`src/rtl/ariane_pkg.sv`:
```
// ---------------------------------------------------------------------------
// ariane_pkg: CVA6 dcache load-port request/response types and widths
// Rev 1.0
// ---------------------------------------------------------------------------
`default_nettype none

package ariane_pkg;

  localparam int unsigned XLEN               = 64;
  localparam int unsigned PLEN               = 56;
  localparam int unsigned DCACHE_INDEX_WIDTH = 12;
  localparam int unsigned DCACHE_TAG_WIDTH   = PLEN - DCACHE_INDEX_WIDTH;

  typedef struct packed {
    logic [DCACHE_INDEX_WIDTH-1:0] address_index;
    logic [DCACHE_TAG_WIDTH-1:0]   address_tag;
    logic [XLEN-1:0]               data_wdata;
    logic                          data_req;
    logic                          data_we;
    logic [(XLEN/8)-1:0]           data_be;
    logic [1:0]                    data_size;
    logic                          kill_req;
    logic                          tag_valid;
  } dcache_req_i_t;

  typedef struct packed {
    logic            data_gnt;
    logic            data_rvalid;
    logic [XLEN-1:0] data_rdata;
  } dcache_req_o_t;

endpackage

`default_nettype wire

```
`src/rtl/ld_resp_pkg.sv`:
```
// ---------------------------------------------------------------------------
// ld_resp_pkg: FSM encoding and helpers for the load-port responder
// Rev 1.0
// ---------------------------------------------------------------------------
`default_nettype none

package ld_resp_pkg;

  typedef enum logic [1:0] {
    IDLE  = 2'd0,
    TAG   = 2'd1,
    MREQ  = 2'd2,
    MWAIT = 2'd3
  } ld_resp_state_e;

  function automatic bit entries_ok(int unsigned n);
    return (n >= 2) && (n <= 32) && ((n & (n - 1)) == 0);
  endfunction

  function automatic logic [31:0] sat_inc(logic [31:0] v);
    return (v == 32'hFFFF_FFFF) ? v : v + 32'd1;
  endfunction

endpackage

`default_nettype wire

```
`src/rtl/ld_resp_buffer.sv`:
```
// ---------------------------------------------------------------------------
// ld_resp_buffer: fully-associative word buffer, round-robin fill, flush
// Rev 1.0
// ---------------------------------------------------------------------------
`default_nettype none

module ld_resp_buffer
  import ld_resp_pkg::*;
#(
  parameter int unsigned Entries   = 8,
  parameter int unsigned KeyWidth  = 53,
  parameter int unsigned DataWidth = 64
) (
  input  logic                 clk_i,
  input  logic                 rst_i,
  input  logic                 flush_i,
  input  logic [KeyWidth-1:0]  lookup_key_i,
  output logic                 lookup_hit_o,
  output logic [DataWidth-1:0] lookup_data_o,
  input  logic                 fill_i,
  input  logic [KeyWidth-1:0]  fill_key_i,
  input  logic [DataWidth-1:0] fill_data_i
);

  localparam int unsigned PtrWidth = $clog2(Entries);

  logic [Entries-1:0]   valid_q, valid_d;
  logic [KeyWidth-1:0]  key_q  [Entries];
  logic [KeyWidth-1:0]  key_d  [Entries];
  logic [DataWidth-1:0] data_q [Entries];
  logic [DataWidth-1:0] data_d [Entries];
  logic [PtrWidth-1:0]  ptr_q, ptr_d;

  // Fills only happen on a miss, so at most one entry can match.
  always_comb begin
    lookup_hit_o  = 1'b0;
    lookup_data_o = '0;
    for (int i = 0; i < int'(Entries); i++) begin
      if (valid_q[i] && (key_q[i] == lookup_key_i)) begin
        lookup_hit_o  = 1'b1;
        lookup_data_o = data_q[i];
      end
    end
  end

  // A flush wins over a coincident fill; the pointer survives a flush.
  always_comb begin
    valid_d = valid_q;
    key_d   = key_q;
    data_d  = data_q;
    ptr_d   = ptr_q;
    if (flush_i) begin
      valid_d = '0;
    end else if (fill_i) begin
      valid_d[ptr_q] = 1'b1;
      key_d[ptr_q]   = fill_key_i;
      data_d[ptr_q]  = fill_data_i;
      ptr_d          = ptr_q + PtrWidth'(1);
    end
  end

  always_ff @(posedge clk_i) begin
    if (rst_i) begin
      valid_q <= '0;
      ptr_q   <= '0;
    end else begin
      valid_q <= valid_d;
      ptr_q   <= ptr_d;
    end
  end

  always_ff @(posedge clk_i) begin
    key_q  <= key_d;
    data_q <= data_d;
  end

endmodule

`default_nettype wire

```
`src/rtl/ld_port_responder.sv`:
```
// ---------------------------------------------------------------------------
// ld_port_responder: dcache load-port responder with word buffer and memory port
// Rev 1.0
// ---------------------------------------------------------------------------
`default_nettype none

module ld_port_responder
  import ariane_pkg::*;
  import ld_resp_pkg::*;
#(
  parameter int unsigned Entries = 8
) (
  input  logic                                         clk_i,
  input  logic                                         rst_i,
  input  dcache_req_i_t                                req_port_i,
  output dcache_req_o_t                                req_port_o,
  input  logic                                         flush_i,
  output logic                                         mem_req_o,
  output logic [DCACHE_TAG_WIDTH+DCACHE_INDEX_WIDTH-1:0] mem_addr_o,
  input  logic                                         mem_gnt_i,
  input  logic                                         mem_rvalid_i,
  input  logic [63:0]                                  mem_rdata_i,
  output logic [31:0]                                  hit_cnt_o,
  output logic [31:0]                                  miss_cnt_o
);

  localparam int unsigned IdxW  = DCACHE_INDEX_WIDTH;
  localparam int unsigned TagW  = DCACHE_TAG_WIDTH;
  localparam int unsigned AddrW = TagW + IdxW;
  localparam int unsigned KeyW  = AddrW - 3;

  if (!entries_ok(Entries)) begin : g_entries_check
    $error("ld_port_responder: Entries must be a power of two in 2..32");
  end

  ld_resp_state_e   state_q, state_d;
  logic [IdxW-1:0]  index_q, index_d;
  logic             we_q, we_d;
  logic             killed_q, killed_d;
  logic             rvalid_q, rvalid_d;
  logic [63:0]      rdata_q, rdata_d;
  logic [AddrW-1:0] mem_addr_q, mem_addr_d;
  logic [31:0]      hit_cnt_q, hit_cnt_d;
  logic [31:0]      miss_cnt_q, miss_cnt_d;

  logic             gnt;
  logic             mem_req;
  logic             fill;
  logic             hit;
  logic [63:0]      hit_data;
  logic [KeyW-1:0]  lookup_key;

  assign lookup_key = {req_port_i.address_tag, index_q[IdxW-1:3]};

  ld_resp_buffer #(
    .Entries   (Entries),
    .KeyWidth  (KeyW),
    .DataWidth (64)
  ) u_buffer (
    .clk_i         (clk_i),
    .rst_i         (rst_i),
    .flush_i       (flush_i),
    .lookup_key_i  (lookup_key),
    .lookup_hit_o  (hit),
    .lookup_data_o (hit_data),
    .fill_i        (fill),
    .fill_key_i    (mem_addr_q[AddrW-1:3]),
    .fill_data_i   (mem_rdata_i)
  );

  always_comb begin
    state_d    = state_q;
    index_d    = index_q;
    we_d       = we_q;
    killed_d   = killed_q;
    rvalid_d   = 1'b0;
    rdata_d    = rdata_q;
    mem_addr_d = mem_addr_q;
    hit_cnt_d  = hit_cnt_q;
    miss_cnt_d = miss_cnt_q;
    gnt        = 1'b0;
    mem_req    = 1'b0;
    fill       = 1'b0;

    unique case (state_q)
      IDLE: begin
        gnt = req_port_i.data_req;
        if (req_port_i.data_req) begin
          index_d = req_port_i.address_index;
          we_d    = req_port_i.data_we;
          state_d = TAG;
        end
      end
      TAG: begin
        if (req_port_i.kill_req) begin
          state_d = IDLE;
        end else if (req_port_i.tag_valid) begin
          if (we_q) begin
            state_d = IDLE;
          end else if (hit) begin
            // Accepting the next request here gives one hit per cycle.
            rvalid_d  = 1'b1;
            rdata_d   = hit_data;
            hit_cnt_d = sat_inc(hit_cnt_q);
            gnt       = req_port_i.data_req;
            if (req_port_i.data_req) begin
              index_d = req_port_i.address_index;
              we_d    = req_port_i.data_we;
              state_d = TAG;
            end else begin
              state_d = IDLE;
            end
          end else begin
            mem_addr_d = {req_port_i.address_tag, index_q[IdxW-1:3], 3'b000};
            miss_cnt_d = sat_inc(miss_cnt_q);
            killed_d   = 1'b0;
            state_d    = MREQ;
          end
        end
      end
      MREQ: begin
        mem_req = 1'b1;
        if (req_port_i.kill_req) begin
          killed_d = 1'b1;
        end
        if (mem_gnt_i) begin
          state_d = MWAIT;
        end
      end
      MWAIT: begin
        if (mem_rvalid_i) begin
          fill     = 1'b1;
          rvalid_d = !(killed_q || req_port_i.kill_req);
          rdata_d  = mem_rdata_i;
          state_d  = IDLE;
        end else if (req_port_i.kill_req) begin
          killed_d = 1'b1;
        end
      end
      default: state_d = IDLE;
    endcase
  end

  always_ff @(posedge clk_i) begin
    if (rst_i) begin
      state_q    <= IDLE;
      index_q    <= '0;
      we_q       <= 1'b0;
      killed_q   <= 1'b0;
      rvalid_q   <= 1'b0;
      rdata_q    <= '0;
      mem_addr_q <= '0;
      hit_cnt_q  <= '0;
      miss_cnt_q <= '0;
    end else begin
      state_q    <= state_d;
      index_q    <= index_d;
      we_q       <= we_d;
      killed_q   <= killed_d;
      rvalid_q   <= rvalid_d;
      rdata_q    <= rdata_d;
      mem_addr_q <= mem_addr_d;
      hit_cnt_q  <= hit_cnt_d;
      miss_cnt_q <= miss_cnt_d;
    end
  end

  // Handshake outputs are forced low for the whole reset window, not just after the edge.
  assign req_port_o.data_gnt    = gnt & ~rst_i;
  assign req_port_o.data_rvalid = rvalid_q & ~rst_i;
  assign req_port_o.data_rdata  = rdata_q;
  assign mem_req_o              = mem_req & ~rst_i;
  assign mem_addr_o             = mem_addr_q;
  assign hit_cnt_o              = hit_cnt_q;
  assign miss_cnt_o             = miss_cnt_q;

  logic unused_sink;
  assign unused_sink = ^{req_port_i.data_wdata, req_port_i.data_be,
                         req_port_i.data_size, index_q[2:0]};

endmodule

`default_nettype wire

```
`config.mk`:
```
export PLATFORM = sky130hd
export DESIGN_NAME = ld_port_responder
export DESIGN_NICKNAME = d
export VERILOG_FILES = /design/src/rtl/ariane_pkg.sv /design/src/rtl/ld_resp_pkg.sv /design/src/rtl/ld_resp_buffer.sv /design/src/rtl/ld_port_responder.sv
export SDC_FILE = /design/constraint.sdc
export NUM_CORES = 2
export LEC_CHECK = 0
export ABC_AREA = 1
export BUFFER_PORTS_ARGS = -buffer_cell sky130_fd_sc_hd__buf_2
export CORE_MARGIN = 2
export CORE_UTILIZATION = 40
export CTS_BUF_LIST = sky130_fd_sc_hd__clkbuf_4 sky130_fd_sc_hd__clkbuf_8 sky130_fd_sc_hd__clkbuf_16
export CTS_CLUSTER_SIZE = 8
export DETAILED_ROUTE_END_ITERATION = 10
export PLACE_DENSITY = 0.63
export SETUP_SLACK_MARGIN = 0.4
export SYNTH_ARGS = -nofsm -noshare
export SYNTH_HDL_FRONTEND = slang
export SYNTH_SLANG_ARGS = --single-unit
export TNS_END_PERCENT = 100
```
`constraint.sdc`:
```
create_clock -name clk_i -period 13.26 [get_ports clk_i]
set_clock_uncertainty 0.15 [all_clocks]
set_input_delay 1.326 -clock clk_i [delete_from_list [all_inputs] [get_ports clk_i]]
set_output_delay 1.326 -clock clk_i [all_outputs]
set_load 0.05 [all_outputs]
```
==> summary.txt <==
Floorplan
  • Placeable Area: ~130,000 um2
  • Full die area: between 100,000 and 150,000 um2
  • Effective utilization at floorplan: about two fifths
  • Die Ht: roughly 360 um
  • Die width: about 360 um
  • FP Rows: roughly 130
  • Num ports: just under 400

Worst setup path
  • CP required: about 12 ns
  • CP max FO: 49
  • CP Launch Type: primary input
  • CP most frequent cell: nand2_1
  • Largest stage delay on the critical path: around 0.80 ns
  • R2R depth: 20
  • Crit path DAT: 6.88 ns
  • Worst path cell trace: buf_2 > inv_2 > nand2_1 > o21ai_0 > nor2_1 > nand2_1 > nor2_1 > nand2_1 > nor2_4 > nand2_4 > nand2_2 > buf_4 > nor2_4 > nand2_1 > nand2_1 > nor2_1 > inv_1 > nand2_1 > inv_1 > a2111oi_0 > buf_2
  • End of the worst register-to-register path: rdata_q[42]$_SDFFE_PP0P_
  • CP max stage cell: nor2_4
  • FF-to-FF setup slack: roughly 6.7 ns
  • Reg-to-Reg Start: index_q[10]$_SDFFE_PP0P_
  • Kind of critical path: in2out
  • Worst setup path start: req_port_i[84]
  • Worst setup EP type: output port

Synth
  • EDFF count, synth: 936
  • Distinct cells, synth: 54
  • Area leader, netlist: edfxtp_1
  • Mean Syn Cell Area: between 9 and 10 um2
  • Ys Warns: 0
  • Register area share after synthesis: between 60% and 70%
  • Synth area leaders: edfxtp_1 54%, nand2_1 10%, dfxtp_1 8.0%
  • Most common cell in the synthesized netlist: nand2_1
  • #FFs+latches synth: 1,142
  • Top_reg_cell synth: edfxtp_1
  • Post-synthesis cell count: around 5.4k
  • Top-area cell type share of the netlist area: a little over half
  • Async SR Flop Fraction: 0%
  • Most instantiated cells after synthesis: 1,418 x nand2_1, 936 x edfxtp_1, 554 x nor2_1
  • Mapped cell area: around 52,000 um2

Power and ir drop
  • P per Cell Area: around 140 nW/um2
  • Pleak: ~24 nW
  • Max IR drop VDD: between 0.1 and 0.15 mV

Clock network
  • Setup bufs post-CTS: 0
  • Root buffer cell: clkbuf_16
  • Post_cts resized: 0
  • Cts bufs inserted: roughly 160
  • CTS Hold Bufs: 0
  • Clock Tree Buf Depth: 3
  • Reg clk slew, reported paths: around 0.050 ns
  • Clk Latency, worst-skew pair: ~0.82 ns
  • Clock Sinks: ~1.1k
  • TritonCTS clock tree: built
  • Htree depth: 4

Detailed routing
  • Drc violations: 0
  • Initial DRC Count: approximately 5k
  • WL final: 225,000 um
  • Total number of vias: around 43k
  • DR vias/cell: between 5 and 6
  • WL per Instance: about 30 um
  • Pre-antenna DRT Iters: 6
  • Post-route ant nets: 0

Run
  • Max-Cap Viols: 0

Cells and area
  • Sequential Area: about 32,000 um2
  • Layout net count: roughly 5.9k
  • Area occupied by multi-input gates: ~17,000 um2
  • Filler cells: between 10k and 15k
  • Syn-to-layout area delta: 16.4%
  • Util after Layout: between 40% and 50%
  • Layout cell share with drive strength beyond 1: between 10% and 20%

Outcome
  • Outcome: finished, final reports clean

Placement
  • Gpl congestion: around 1.1
  • IO buf count: about 310
  • Placed wire-length estimate: 158,000 um

STA
  • Period utilization: 63.0%
  • Fmax achieved: about 120 MHz
  • RSZ-0062 raised after global routing: false
  • Sum Neg Setup Slack: 0 ns
  • Relative slew slack: approximately 3.2%
  • Hold WS: a little over 0.3 ns
  • Worst-margin pin slew: between 1 and 1.5 ns
  • Hold Vio Cnt, Final: 0
  • Setup Viol. Count Final: 0
  • Slew Limit Fails: 0
  • Post-layout minimum cycle time: between 8 and 9 ns

Min path
  • Min-Delay Path Class: reg2reg
  • WHS Path Cells: 2
  • HP Start: rdata_q[2]$_SDFFE_PP0P_
  • Worst Hold End: rdata_q[2]$_SDFFE_PP0P_

GRT
  • Total track usage: approximately a third
  • Vias in the first global route: slightly below 40k
  • Pin count of the biggest net entering global routing: 118
  • GRT overflow: 0
  • First-pass GRT wire length: roughly 300,000 um
  • Initial antenna violation count: 28
metrics by stage:
stage               power, mW  std cells  worst slack (ns)  instance area [um2]
floorplan                4.26       5378              2.64                51800
global placement         4.51       7231              5.15                54900
detailed placement       4.51       7231              5.06                54900
CTS                      8.71       7526              5.06                60200
global route             8.89       7527              4.70                60200
finish                   8.69       7534              4.91                60300
worst max-delay path: cells and delay by family:
| kind | cells | cell delay, ns |
|---|---|---|
| AO/OA/AOI/OAI | 2 | 0.76 |
| buffers and inverters | 6 | 1.52 |
| AND/OR/NAND/NOR | 13 | 3.13 |
placed cells by master, fill, tap and decap left out, types with 8 or more instances in the layout:
cell type  instances
a21oi_1          176
inv_1            465
or2_2             15
nand2_4            8
inv_2             46
nand3_1          312
xor2_1            67
nand3b_1           8
nor2_4            18
xnor2_1           18
a31oi_1           34
nor3_2             9
nand4_1          141
a22o_1            31
a211oi_1          40
nor4_1            38
nand2_2           10
diode_2            8
buf_2            309
nand2_1         1414
o211ai_1         130
buf_4             51
nor3_1           108
edfxtp_1         936
dfxtp_1          206
clkinv_16          9
clkbuf_4         113
clkbuf_16        164
o21ai_0          271
nor2_1           552
nor2_2             9
nor3b_1           13
o21a_1             8
worst max path at each step:
| stage | to | slack (ns) |
|---|---|---|
| after global routing | req_port_o[65] | 4.70 |
| after floorplan | u_buffer.data_q[384]$_DFFE_PP_ | 2.64 |
| after global placement | req_port_o[65] | 5.15 |
| final | req_port_o[65] | 4.91 |
| after detailed placement | req_port_o[65] | 5.06 |
| after CTS | req_port_o[65] | 5.06 |
cell families after synthesis:
| logic type | after synthesis | synth area share [%] |
|---|---|---|
| other | 1 | 0.00724 |
| AOI/OAI and AO/OA | 716 | 8.24 |
| and+or+nand+nor | 2675 | 22.1 |
| adders and majority gates | 3 | 0.0725 |
| buffers and inverters | 754 | 5.92 |
| xor gates and xnor gates | 85 | 1.44 |
| DFF | 1142 | 62.3 |
flip-flops by register name, indices dropped and copies added (netlist names), named ones only:
register          count
index_q               9
mem_addr_o           53
u_buffer.valid_q      8
u_buffer.ptr_q        3
rdata_q              64
rvalid_q              1
u_buffer.key_q      424
miss_cnt_o           32
hit_cnt_o            32
state_q               1
we_q                  1
killed_q              1
u_buffer.data_q     512
layout make-up:
cell class	count	share of cell area [%]
clock buffers	282	8.33
multi-input cells	3482	27.5
repair buffers	363	3.30
diodes	8	0.0332
clock inverters	13	0.519
inverters	515	3.22
flip-flops and latches	1142	53.5
well taps	1729	3.59
layer usage:
| metal | up-vias | GRT usage (%) | routed length [um] |
|---|---|---|---|
| li1 | 19000 | - | - |
| met1 | 20800 | 45.0 | 91200 |
| met2 | 2230 | 52.6 | 102000 |
| met3 | 399 | 6.08 | 20000 |
| met4 | 32 | 14.9 | 11000 |
| met5 | - | 0 | 221 |
power by group:
group,leakage [nW],switching (mW),internal [mW]
logic,11.2,0.394,0.0985
registers,10.3,0.0626,3.90
clock network,2.70,1.65,2.59
(Power assumes the default switching activity.)
